`src/rtl/arbitro_tx_uart.sv`:
```
// rtl/arbitro_tx_uart.sv - round-robin arbiter sharing one UART transmitter between two byte requesters
module arbitro_tx_uart #(
    parameter int DATA_W      = 8,
    parameter int TIMEOUT_CYC = 4096
) (
    input  logic              clk_i,
    input  logic              rst_i,
    input  logic              req0_i,
    input  logic [DATA_W-1:0] dato0_i,
    output logic              ack0_o,
    input  logic              req1_i,
    input  logic [DATA_W-1:0] dato1_i,
    output logic              ack1_o,
    output logic [DATA_W-1:0] tx_dato_o,
    output logic              tx_start_o,
    input  logic              tx_busy_i,
    input  logic              tx_fin_i,
    output logic [1:0]        grant_o,
    output logic              err_timeout_o
);

    localparam int TW = $clog2(TIMEOUT_CYC);
    localparam logic [TW-1:0] TLAST = TW'(TIMEOUT_CYC - 1);

    typedef enum logic [2:0] {
        S_IDLE,
        S_START,
        S_WAIT_BUSY,
        S_WAIT_FIN,
        S_ACK
    } state_t;

    state_t        r_state;
    logic          r_last;
    logic          r_owner;
    logic [TW-1:0] r_timer;

    logic w_any;
    logic w_pick1;
    logic w_expired;

    // r_last=1 means requester 1 was served last, so requester 0 wins a tie
    assign w_any     = req0_i | req1_i;
    assign w_pick1   = req1_i & (~req0_i | ~r_last);
    assign w_expired = (r_timer == TLAST);

    always_ff @(posedge clk_i) begin
        if (rst_i) begin
            r_state       <= S_IDLE;
            r_last        <= 1'b1;
            r_owner       <= 1'b0;
            r_timer       <= '0;
            tx_dato_o     <= '0;
            tx_start_o    <= 1'b0;
            ack0_o        <= 1'b0;
            ack1_o        <= 1'b0;
            grant_o       <= 2'b00;
            err_timeout_o <= 1'b0;
        end else begin
            tx_start_o    <= 1'b0;
            ack0_o        <= 1'b0;
            ack1_o        <= 1'b0;
            err_timeout_o <= 1'b0;
            case (r_state)
                S_IDLE: begin
                    if (w_any) begin
                        r_owner    <= w_pick1;
                        tx_dato_o  <= w_pick1 ? dato1_i : dato0_i;
                        grant_o    <= w_pick1 ? 2'b10 : 2'b01;
                        tx_start_o <= 1'b1;
                        r_state    <= S_START;
                    end
                end
                S_START: begin
                    r_timer <= '0;
                    r_state <= S_WAIT_BUSY;
                end
                S_WAIT_BUSY, S_WAIT_FIN: begin
                    // completion beats both the busy edge and the watchdog
                    if (tx_fin_i) begin
                        ack0_o  <= ~r_owner;
                        ack1_o  <= r_owner;
                        r_state <= S_ACK;
                    end else if (w_expired) begin
                        err_timeout_o <= 1'b1;
                        grant_o       <= 2'b00;
                        r_last        <= r_owner;
                        r_state       <= S_IDLE;
                    end else begin
                        r_timer <= r_timer + TW'(1);
                        if (r_state == S_WAIT_BUSY && tx_busy_i) begin
                            r_state <= S_WAIT_FIN;
                        end
                    end
                end
                S_ACK: begin
                    r_last  <= r_owner;
                    grant_o <= 2'b00;
                    r_state <= S_IDLE;
                end
                default: begin
                    r_state <= S_IDLE;
                end
            endcase
        end
    end

endmodule
```
`config.mk`:
```
export PLATFORM = sky130hd
export DESIGN_NAME = arbitro_tx_uart
export DESIGN_NICKNAME = d
export VERILOG_FILES = /design/src/rtl/arbitro_tx_uart.sv
export SDC_FILE = /design/constraint.sdc
export NUM_CORES = 1
export LEC_CHECK = 0
export BUFFER_PORTS_ARGS = -buffer_cell sky130_fd_sc_hd__buf_2
export CAP_MARGIN = 20
export CORE_UTILIZATION = 47
export CTS_CLUSTER_SIZE = 40
export DETAILED_ROUTE_END_ITERATION = 10
export GPL_TIMING_DRIVEN = 0
export PLACE_DENSITY = 0.74
export REMOVE_ABC_BUFFERS = 1
export SETUP_SLACK_MARGIN = 0.02
export SKIP_LAST_GASP = 1
export SLEW_MARGIN = 30
export SYNTH_ARGS = -nofsm -noshare
export SYNTH_HDL_FRONTEND = slang
export SYNTH_SLANG_ARGS = --single-unit
export TNS_END_PERCENT = 1
```
`constraint.sdc`:
```
create_clock -name clk_i -period 1.6 [get_ports clk_i]
set_clock_uncertainty 0.05 [all_clocks]
set_input_delay 0.08 -clock clk_i [delete_from_list [all_inputs] [get_ports clk_i]]
set_output_delay 0.08 -clock clk_i [all_outputs]
set_load 0.005 [all_outputs]
```
==> metrics.md <==
| Metric | Value |
|---|---|
| Post-synth EDFFs | 0 |
| Total GRT Usage | 0.228 |
| Gr ovfl total | 0 |
| Top cell type's share of synthesized area | 0.421 |
| Logic pwr share | 0.311 |
| Layout cells sized above 1 | 0.394 |
| Most frequently used flop master after synthesis | dfxtp_1 |
| Number of synthesized register bits | 31 |
| First-pass GRT wire length | 5790 um |
| CTS Buffer Depth | 2 |
| Num CTS Buffers | 5 |
| Max cap viols | 0 |
| Initial DRC count | 72 |
| Nets | 238 |
| Routed wire per std cell | 15.8 um |
| Vias in the first global route | 1293 |
| Slew margin rel. | 0.618 |
| Sequential area share after synthesis | 0.421 |
| Unrepaired setup endpoints after global routing | yes |
| Run status | finished, violations left |
| Gate Count Post-Synth | 167 |
| Commonest non-fill, non-tap cells in the layout | buf_2, dfxtp_1, nor2_1 |
| Vias/cell | 6.17 |
| Diode count | 0 |
| PD cells | 992 nW/um^2 |
| Synth Cell Area | 1470 um^2 |
| Met2 Wirelength | 1850 um |
| Worst r2r path cells | 6 |
| Worst-path clk slew | 0.10 ns |
| Fin. Hold Viols | 0 |
| P_sw | 622 uW |
| Share of power burned in registers | 0.464 |
| Clk network pwr share | 0.226 |
| Routability cong. | 0.793 |
| Largest net degree at the start of global routing | 30 |
| Die W | 58.0 um |
| Core area | 2850 um^2 |
| Post-DRT Antenna Nets | 0 |
| Share of synthesized registers carrying an async set or reset | 0 |
| Final Worst Setup Slack | -0.00872 ns |
| Critical Path Sink Type | flop |
| Final Routed Wirelength | 3910 um |
| Synth cell types | 35 |
| Violated checks | design-rule violations, negative setup slack |
| Arr. time, crit path | 1.76 ns |
| I/O pin total | 36 |
| Met3 routed WL | 201 um |
| Min Tclk post-route | 1.61 ns |
| Crit path kind | reg2reg |
| Fin cells | 247 |
| Hold Path Depth | 2 |
| Commonest non-fill, non-tap cell in the layout | buf_2 |
| Dpl cells | 221 |
| Die Ht | 58.0 um |
| Hold slack | 0.0190 ns |
| Startpoint Class | flop |
| Fmax | 0.622 GHz |
| Die ar. | 3360 um^2 |
| Rows | 19 |
| Worst VDD drop | 0.675 mV |
| Cell-internal power | 1310 uW |
| DR DRC count | 3 |
| Top layer in use | met4 |
| DR vias | 1525 |
| Most area-hungry cell type in the Yosys netlist | dfxtp_1 |
| Clock Latency Late Sink | 0.34 ns |
| H-tree depth | 2 |
| # clock sinks | 31 |
| Final setup violation count | 1 |
| Initial core utilization | 0.516 |
| Area contributors post-synth | dfxtp_1, mux2i_1, a211oi_1, nor2_1, a21oi_1 |
| Max Slew Vio Count | 0 |
| Leak pwr | 0.000767 uW |
| Port bufs | 35 |
| Wl on met1 | 1770 um |
| Final core occ | 0.683 |
| Synth Warn # | 0 |
| Final critical-path share of the clock period | 1.01 |
| CTS tree | yes |
| Worst-margin pin slew | 0.573 ns |
| Syn Area/Cell | 8.82 um^2 |
| FILL cells | 236 |
| Crit path required time | 1.75 ns |
| Net Sw Frac | 0.322 |
| Area Overhead vs Synth | 32.3% |
| Initial antenna violation count | 0 |
| Hold Path Class | in2reg |
| DP Wirelength | 2300 um |
| Highest fanout seen on the critical path | 7 |
| Clk root buf | clkbuf_4 |
| Drt pass-1 iters | 7 |
power by group through the flow:
stage / Clock [uW] / Sequential, uW / Combinational (uW)
after floorplan: 0 / 910 / 244
after global placement: 0 / 912 / 378
after detailed placement: 0 / 914 / 388
after CTS: 443 / 892 / 465
after global routing: 491 / 906 / 662
final: 437 / 896 / 600
cell type report:
cell class	count	area [um^2]	area share
multi-input cells	123	875	0.449
clock buffers	7	45.0	0.0231
flip-flops and latches	31	632	0.324
inverters	1	3.75	0.00193
well taps	31	38.8	0.0199
repair buffers	53	349	0.179
clock inverters	1	5.00	0.00257
worst max-delay path: stages (launching register included):
cell	delay, ns
dfxtp_4	0.38
buf_6	0.13
or3_4	0.41
nor2_4	0.19
clkbuf_16	0.18
buf_6	0.09
a211oi_2	0.05
registers in the layout, indices dropped and copies added (netlist names):
name           flops
tx_start_o         1
r_last             1
tx_dato_o          8
ack0_o             1
r_owner            1
r_state            3
err_timeout_o      1
r_timer           12
ack1_o             1
grant_o            2
stage by stage:
step	setup slack (ns)	instance area (um^2)	setup TNS, ns	power, uW
CTS	-0.0353	1780	-0.110	1800
finish	-0.00872	1950	-0.00872	1930
global placement	-0.692	1630	-9.19	1290
detailed placement	-0.400	1630	-5.41	1300
floorplan	-0.343	1420	-3.17	1150
global route	-0.0716	1950	-0.821	2060
cell usage after synthesis, types with 2 or more instances:
library cell and n:
nand3_1 4, a41oi_1 4, clkbuf_1 5, a31oi_1 4, nor2_2 2, nor3b_1 2, a211oi_1 10, dfxtp_1 31
and4_1 5, nand2b_1 2, a21boi_0 2, nand2_1 11, and2_1 2, nor2_1 16, a311o_1 2, a311oi_1 6
a21oi_1 11, o21ai_0 9, buf_2 6, mux2i_1 8, nor3_1 6, or3_1 2, nand4_1 4, and3_1 2
layer usage:
layer  track usage  vias up
met5             0        -
met4         0.105        0
met3        0.0737       10
met2         0.356       50
met1         0.287      730
li1              -      735
final timing paths:
path               from      endpoint  slack [ns]
max          r_state[1]  tx_dato_o[1]      -0.009
max reg2reg  r_state[1]  tx_dato_o[1]      -0.009
min reg2reg     r_owner        ack0_o        0.42
min            tx_fin_i    r_state[2]        0.02
logic make-up after synthesis:
logic type,count (synthesis),synth area share
AO/OA/AOI/OAI,52,0.251
AND/OR/NAND/NOR,62,0.224
adder cells (fa/ha/maj),1,0.00849
flip-flops,31,0.421
multiplexers,8,0.0544
buffers and inverters,13,0.0408
what timing repair did:
| action | CTS | global route |
|---|---|---|
| gates cloned | 0 | 1 |
| pin swaps | 1 | 15 |
| setup buffers | 7 | 10 |
| hold buffers | 0 | 0 |
| endpoints found under the setup margin | 26 | 23 |
| resized for setup | 14 | 20 |
Note: power is estimated with default switching activity, not from simulation.
